`config.mk`:
```
export PLATFORM = sky130hd
export DESIGN_NAME = lsu_byte_master
export DESIGN_NICKNAME = d
export VERILOG_FILES = /design/src/rtl/lsu_pkg.sv /design/src/rtl/lsu_load_extend.sv /design/src/rtl/lsu_byte_master.sv
export SDC_FILE = /design/constraint.sdc
export NUM_CORES = 1
export LEC_CHECK = 0
export BUFFER_PORTS_ARGS = -buffer_cell sky130_fd_sc_hd__buf_4
export CORE_AREA = 8 8 179 197
export DETAILED_ROUTE_END_ITERATION = 16
export DIE_AREA = 0 0 187 205
export PLACE_DENSITY_LB_ADDON = 0.3
export SYNTH_ARGS = -nofsm -noshare
export SYNTH_HDL_FRONTEND = slang
export SYNTH_SLANG_ARGS = --single-unit
```
`constraint.sdc`:
```
create_clock -name clk -period 4 [get_ports clk]
set_input_delay 0.6 -clock clk [delete_from_list [all_inputs] [get_ports clk]]
set_output_delay 0.6 -clock clk [all_outputs]
set_load 0.03 [all_outputs]
```
`src/rtl/lsu_pkg.sv`:
```
// Shared definitions for the byte-serial load/store master.
//   SZ_*       : request size encodings (byte, half, word, double)
//   lsu_state_e: controller state encoding
//   bytes_of() : number of byte accesses for a size encoding (1/2/4/8)
package lsu_pkg;

    localparam logic [1:0] SZ_B = 2'd0;
    localparam logic [1:0] SZ_H = 2'd1;
    localparam logic [1:0] SZ_W = 2'd2;
    localparam logic [1:0] SZ_D = 2'd3;

    typedef enum logic [1:0] {
        ST_IDLE   = 2'd0,
        ST_ACCESS = 2'd1,
        ST_RESP   = 2'd2
    } lsu_state_e;

    function automatic logic [3:0] bytes_of(input logic [1:0] size);
        return 4'd1 << size;
    endfunction

endpackage

```
`src/rtl/lsu_load_extend.sv`:
```
// Load result extension: keeps the low 1/2/4/8 bytes of the captured data and
// fills the upper bits with the field's sign bit (signed) or zeros (unsigned).
//   i_capture  : assembled little-endian load bytes
//   i_size     : size encoding (SZ_B..SZ_D)
//   i_unsigned : 1 = zero-extend, 0 = sign-extend
//   o_result   : extended 64-bit result
module lsu_load_extend
    import lsu_pkg::*;
(
    input  logic [63:0] i_capture,
    input  logic [1:0]  i_size,
    input  logic        i_unsigned,
    output logic [63:0] o_result
);

    logic [63:0] w_keep_mask;
    logic        w_sign;

    // The double size keeps every bit, so its fill mask is empty and the
    // capture passes through untouched.
    always_comb begin
        w_keep_mask = 64'hFFFF_FFFF_FFFF_FFFF;
        w_sign      = 1'b0;
        unique case (i_size)
            SZ_B: begin
                w_keep_mask = 64'h0000_0000_0000_00FF;
                w_sign      = i_capture[7];
            end
            SZ_H: begin
                w_keep_mask = 64'h0000_0000_0000_FFFF;
                w_sign      = i_capture[15];
            end
            SZ_W: begin
                w_keep_mask = 64'h0000_0000_FFFF_FFFF;
                w_sign      = i_capture[31];
            end
            default: begin
                w_keep_mask = 64'hFFFF_FFFF_FFFF_FFFF;
                w_sign      = i_capture[63];
            end
        endcase
    end

    assign o_result = (i_capture & w_keep_mask)
                    | ((w_sign && !i_unsigned) ? ~w_keep_mask : 64'd0);

endmodule

```
`src/rtl/lsu_byte_master.sv`:
```
// Byte-serial load/store master. Accepts one request at a time from the core,
// walks it out as 1/2/4/8 little-endian byte accesses, then pulses a response.
//   clk, rst_n            : clock, asynchronous active-low reset
//   req_valid/req_ready   : request handshake (ready only while idle)
//   req_write/size/unsigned/addr/wdata : request fields, latched on accept
//   resp_valid/err/rdata  : one-cycle completion pulse, error flag, load data
//   busy                  : controller not idle
//   mem_addr/wdata/we/re  : byte memory port, driven only during accesses
//   mem_rdata             : same-cycle read data for mem_addr
module lsu_byte_master
    import lsu_pkg::*;
#(
    parameter int ADDR_W      = 64,
    parameter bit CHECK_ALIGN = 1'b1
) (
    input  logic              clk,
    input  logic              rst_n,
    input  logic              req_valid,
    output logic              req_ready,
    input  logic              req_write,
    input  logic [1:0]        req_size,
    input  logic              req_unsigned,
    input  logic [ADDR_W-1:0] req_addr,
    input  logic [63:0]       req_wdata,
    output logic              resp_valid,
    output logic              resp_err,
    output logic [63:0]       resp_rdata,
    output logic              busy,
    output logic [ADDR_W-1:0] mem_addr,
    output logic [7:0]        mem_wdata,
    output logic              mem_we,
    output logic              mem_re,
    input  logic [7:0]        mem_rdata
);

    lsu_state_e        r_state;
    logic              r_write;
    logic [1:0]        r_size;
    logic              r_unsigned;
    logic [ADDR_W-1:0] r_addr;
    logic [63:0]       r_wdata;
    logic [2:0]        r_cnt;
    logic              r_err;
    logic [63:0]       r_capture;

    logic [3:0]        w_nbytes;
    logic [2:0]        w_align_mask;
    logic              w_misalign;
    logic              w_last;
    logic              w_in_access;
    logic [63:0]       w_ext;

    // Alignment only depends on the low three address bits since N <= 8.
    assign w_nbytes     = bytes_of(req_size);
    assign w_align_mask = 3'(w_nbytes - 4'd1);
    assign w_misalign   = CHECK_ALIGN && ((req_addr[2:0] & w_align_mask) != 3'd0);
    assign w_last       = (r_cnt == 3'(bytes_of(r_size) - 4'd1));

    always_ff @(posedge clk or negedge rst_n) begin
        if (!rst_n) begin
            r_state    <= ST_IDLE;
            r_write    <= 1'b0;
            r_size     <= SZ_B;
            r_unsigned <= 1'b0;
            r_addr     <= '0;
            r_wdata    <= 64'd0;
            r_cnt      <= 3'd0;
            r_err      <= 1'b0;
            r_capture  <= 64'd0;
        end else begin
            unique case (r_state)
                ST_IDLE: begin
                    if (req_valid) begin
                        r_write    <= req_write;
                        r_size     <= req_size;
                        r_unsigned <= req_unsigned;
                        r_addr     <= req_addr;
                        r_wdata    <= req_wdata;
                        r_cnt      <= 3'd0;
                        r_err      <= w_misalign;
                        r_capture  <= 64'd0;
                        r_state    <= w_misalign ? ST_RESP : ST_ACCESS;
                    end
                end
                ST_ACCESS: begin
                    if (!r_write) begin
                        r_capture[{r_cnt, 3'b000} +: 8] <= mem_rdata;
                    end
                    if (w_last) begin
                        r_state <= ST_RESP;
                    end else begin
                        r_cnt <= r_cnt + 3'd1;
                    end
                end
                ST_RESP: begin
                    r_state <= ST_IDLE;
                end
                default: begin
                    r_state <= ST_IDLE;
                end
            endcase
        end
    end

    lsu_load_extend u_extend (
        .i_capture  (r_capture),
        .i_size     (r_size),
        .i_unsigned (r_unsigned),
        .o_result   (w_ext)
    );

    // Memory strobes decode straight from state so that an asynchronous reset
    // drops them immediately, mid-access.
    assign w_in_access = (r_state == ST_ACCESS);
    assign mem_we      = w_in_access && r_write;
    assign mem_re      = w_in_access && !r_write;
    assign mem_addr    = w_in_access ? (r_addr + ADDR_W'(r_cnt)) : '0;
    assign mem_wdata   = mem_we ? r_wdata[{r_cnt, 3'b000} +: 8] : 8'd0;

    assign req_ready   = (r_state == ST_IDLE);
    assign busy        = !req_ready;
    assign resp_valid  = (r_state == ST_RESP);
    assign resp_err    = resp_valid && r_err;
    assign resp_rdata  = (resp_valid && !r_write && !r_err) ? w_ext : 64'd0;

endmodule

```
=== After elaboration in Yosys (flattened, before gate mapping) ===
Index checks and enable logic that the tools add are counted.
Widths: inputs -> output; s select.

* Bits in registers: 202
* Bits in latches: 0
* Memory bits (writable): 0
* Memory bits (read-only): 0
* Input bits: 143
* Output and inout port bits: 142
* Word-level logic and storage cells: 67
* Memories: 0

* $add $sub $neg: 5
* $mul: 0
* Div/mod/pow operators: 0
* Magnitude comparators: 0
* Eq/ne operators: 9
* Shifts and indexed selects: 5
* Muxes and demuxes: 17
* Bitwise gates (word level): 4
* Reduce and logical (&&, ||, !) cells: 18

{| class="wikitable"
|+ Operators with widths
! operator !! number
|-
| $mux 64 || 5
|-
| $pmux 64 s3 || 1
|-
| $pmux 64 s2 || 1
|-
| $add 64x3->64 || 1
|-
| $and 64x64->64 || 1
|-
| $bwmux 64 || 1
|-
| $not 64->64 || 1
|-
| $or 64x64->64 || 1
|-
| $shift 8x8->64 const A || 1
|-
| $shiftx 64x7->8 || 1
|-
| $shiftx 8x8->64 || 1
|-
| $mux 8 || 1
|-
| $ne 2x2->1 const B || 4
|-
| $neg 6->8 || 1
|-
| $logic_and 1x1->1 || 6
|-
| $mux 2 || 3
|-
| $mux 3 || 2
|-
| $pmux 3 s2 || 1
|-
| $reduce_and 3->1 || 2
|-
| $shl 1x2->3 const A || 2
|-
| $sub 3x1->3 const B || 2
|-
| $eq 2x1->1 const B || 2
|-
| $eq 2x2->1 const B || 2
|-
| $logic_not 1->1 || 4
|-
| 9 further kinds || 11
|}

=== Logic depth before layout (Yosys ltp) ===
* Word-level depth: 7
* Depth in mapped cells: 10
* Depth with buffers taken out: 8

=== Modules after synthesis ===
A second synthesis with hierarchy kept.

* Cells, all modules: 1,369
* Area, all modules: 11,369.7 µm²

{| class="wikitable"
|+ By module, submodules not included
! module !! times used !! cells an instance !! area each (µm²) !! sequential area each (µm²)
|-
| lsu_byte_master || 1 || 1,219 || 10,516.3 || 5,054.8
|-
| lsu_load_extend || 1 || 150 || 853.3 || 0.0
|}

=== Worst setup path before layout ===
Ideal clock, no wire load.

* Path type: register to output
* Start point: register r_cnt[1]
* End point: output port mem_addr[44]
* Arrival time: 3.284 ns
* Required time: 3.400 ns
* Setup slack: 0.116 ns
* Stages on the path, launching flop included: 9
* Path buffers: 1
* Cells stage by stage: dfrtp_1 buf_1 inv_1 fa_1 nand2b_1 a2111oi_0 nand4_1 or4_1 a21oi_1

* Word-level cells in the longest chain between the ends: 2

{| class="wikitable"
|+ RTL lines
! element !! RTL line !! text
|-
| from (decl) || lsu_byte_master.sv:42 || <nowiki>logic [2:0] r_cnt;</nowiki>
|-
| from (signal assigned) || lsu_byte_master.sv:92 || <nowiki>r_cnt <= r_cnt + 3'd1;</nowiki>
|-
| $add 64x3->64 || lsu_byte_master.sv:117 || <nowiki>assign mem_addr = w_in_access ? (r_addr + ADDR_W'(r_cnt)) : '0;</nowiki>
|-
| $mux 64 || lsu_byte_master.sv:117 ||
|-
| to (decl) || lsu_byte_master.sv:29 || <nowiki>output logic [ADDR_W-1:0] mem_addr,</nowiki>
|}

No other way between the ends.

=== Final worst setup path ===
* Start point: register r_addr[0]
* End point: output port mem_addr[56]

* Word-level cells in the longest chain between the ends: 2

{| class="wikitable"
|+ RTL lines
! element !! RTL line !! text
|-
| from (decl) || lsu_byte_master.sv:40 || <nowiki>logic [ADDR_W-1:0] r_addr;</nowiki>
|-
| from (signal assigned) || lsu_byte_master.sv:77 || <nowiki>r_addr <= req_addr;</nowiki>
|-
| $add 64x3->64 || lsu_byte_master.sv:117 ||
|-
| $mux 64 || lsu_byte_master.sv:117 ||
|}

No other way between the ends.

==> out/results.tsv <==
stage	metric	value	unit
synthesis	yosys.area.top_type	dfrtp_1	
floorplan	io_pins	285	
cts	h-tree-depth	1	
cts	cts.sinks	202	
synthesis	seq_area_frac_synth	46.0	%
critical_path	timing.rr.start	r_cnt[0]	
timing	clock_skew	18.1	ps
critical_path	r2r_cells	7	
timing	hold_violations	0	
floorplan	die_h	205	µm
cts	tritoncts	built	
cts	cts_root_buf	clkbuf_16	
floorplan	row_count	69	
grt	grt_max_degree	97	
final_layout	layout_commonest_cell	nand2_1	
timing	max_freq	0.260	GHz
floorplan	initial_core_util	34.3	%
critical_path	cp_data_arrival_time	3250	ps
synthesis	yosysWarnings	0	
route	dr.pass1.iters	5	
pwr	vdd_drop_max	0.286	mV
synthesis	synth_cells	1345	
place	dp_slack	484	ps
route	route.detailed.drc	0	
cts	ctsHoldBuffers	0	
timing	setup-violations-final	0	
critical_path	r2r_slack	1030	ps
synthesis	yosysTopAreaCellShare	46.0	%
critical_path	end_kind	output pin	
route	vias	10400	
final_layout	drive_gt1_share	23.7	%
synthesis	synth_edf_count	0	
route	drt_iter0_drc	643	
timing	relSlewSlack	27.0	%
critical_path	r2r-end	r_capture[57]	
timing	rsz0062_at_grt	true	
grt	grt_antenna_before_repair	0	
critical_path	critical_path_class	register to output pin	
synthesis	synthAdderAreaFrac	1.32	%
route	drtAntennaViolNets	0	
critical_path	cp_max_fo	8	
grt	gr-total-overflow	0	
floorplan	die_area	38300	µm²
synthesis	synth_compound_area_share	12.5	%
synthesis	synth_xor_area_share	2.55	%
critical_path	cp.required	3400	ps
cts	clk_pin_slew_worst_paths	60	ps
final_layout	final_cell_mix	nand2_1 (503), buf_4 (307), dfrtp_1 (201)	
grt	grtUsageMet1	24.6	%
outcome	status	finished clean	
timing	finalMaxSlewViolations	0	
timing	period_share	96.3	%
grt	gr-max-usage-layer	met2	
synthesis	syn_nets	1499	
timing	fin_ws	149	ps
cts	insertion_delay	530	ps
place	dp_hpwl	27000	µm
timing	min_period	3850	ps
floorplan	core	32000	µm²
synthesis	synth-simple-area-share	29.8	%
job	maxCapViolCount	0	
place	port_buffers	284	
pwr	power_per_cell_area	645	nW/µm²
route	routed_wl	37400	µm
cts	numCtsBuffers	24	
grt	grtUsageMet2	31.1	%
synthesis	post_synth.cell_area_avg	8.18	µm²
synthesis	synth_cell_types	58	
min_path	hold_path_class	input port to async pin	
synthesis	ys.flop_type	dfrtp_1	
final_layout	final_util	45.0	%
grt	grt_pass1_wl	58700	µm
synthesis	synthMuxAreaShare	3.55	%
cts	clk_path_buf_depth	3	
synthesis	synthTopCellsByArea	dfrtp_1 (46%), nand2_1 (17%), mux4_2 (3.3%), o21a_1 (2.9%), a21oi_1 (2.6%)	
critical_path	critPathLaunchType	register	
synthesis	synth-async-reset-ratio	100	%
final_layout	area_delta_synth_final	31.0	%
critical_path	crit_end	mem_addr[56]	
route	vias_per_cell	5.08	
route	wl_per_cell	18.3	µm
critical_path	critPathLaunch	r_addr[0]	
final_layout	finalNetCount	1747	
final_layout	diodes	0	
place	routabilityCongestion	0.852	
grt	grtUsageTotal	18.6	%
grt	grt_pass1_vias	10400	
floorplan	die_w	187	µm
grt	use_met3	3.22	%
pwr	finalPower	9300	µW
pwr	p_leak	0.00690	µW
synthesis	synth_area	11000	µm²
synthesis	synth_seq_cells	202	
timing	whs	166	ps
synthesis	synth_top_family_by_area	simple AND/OR/NAND/NOR gates	
timing	tightest_slew	1090	ps
## worst max-delay path: stages (launching register included)
cell       delay, ps
dfrtp_1          360
ha_2             210
inv_1             60
fa_1             410
nand2b_4         170
a2111oi_2        350
buf_4            180
nand4_1           80
buf_4            210
or3_1            350
a21oi_1          150
buf_4            190
## where the power goes
group,internal (µW),total (µW),switching (µW)
clock network,1390,2290,900
logic,1270,3570,2310
registers,2740,3430,694
## flip-flops by register name, summed over array words and instances, names as in the netlist
register / flops
r_state: 2
r_err: 1
r_wdata: 64
r_capture: 64
r_addr: 64
r_write: 1
r_unsigned: 1
r_size: 2
r_cnt: 3
## cell families (layout without fill, tap and decap cells)
family / count (synthesis) / count (layout)
AND/OR/NAND/NOR: 739 / 739
AO/OA/AOI/OAI: 218 / 218
XOR/XNOR: 32 / 32
buffers and inverters: 124 / 389
multiplexers: 19 / 19
adder cells (fa/ha/maj): 11 / 11
flip-flops: 202 / 202
## cell usage after synthesis, drive strengths merged (6+ instances only)
cell,number
buf,11
nand4,37
clkbuf,77
and2,24
o21ai,65
and4,6
a21oi,58
ha,10
nor2,54
inv,35
and3,9
nor3,8
nand2b,10
or3,14
nor4,10
o21a,42
o31ai,12
nand2,504
a22o,21
nand3,36
mux4,16
xnor2,7
dfrtp,202
or4,9
xor2,25
## routing by layer
metal | vias to the layer above | share of wire [%]
met4 | 0 | 2.3
li1 | 5014 | -
met1 | 4965 | 44
met3 | 56 | 5.4
met5 | - | 0
met2 | 317 | 48
## timing repair
action,4_1_cts,5_1_grt
cloned,0,0
gates resized for setup,2,5
buffers inserted,1,2
endpoints found under the setup margin,5,12
## cell type report
class                      count  area, µm²
fill                        3213      17600
multi-input combinational   1019       5500
sequential                   202       5060
timing repair buffer         310       2360
clock buffer                  33        684
tap                          426        533
clock inverter                10        143
inverter                      36        135
## how the worst min path moves through the flow
stage / end / start / depth (start not counted) / slack (ps)
3_5_place_dp: r_wdata[19] / r_wdata[19] / 2 / 460
2_1_floorplan: r_addr[0] / rst_n / 0 / 300
5_1_grt: r_wdata[10] / rst_n / 1 / 220
3_3_place_gp: r_wdata[23] / r_wdata[23] / 2 / 450
6_report: r_wdata[35] / rst_n / 1 / 170
4_1_cts: r_wdata[11] / rst_n / 1 / 180
## per-stage QoR
stage               instance area (µm²)  cells  setup TNS (ps)
finish                            14400   2036               0
global route                      14400   2036           -76.9
CTS                               14400   2034               0
detailed placement                13500   1990               0
global placement                  13500   1990               0
floorplan                         11000   1345               0
Power figures use the tool's default switching activity.
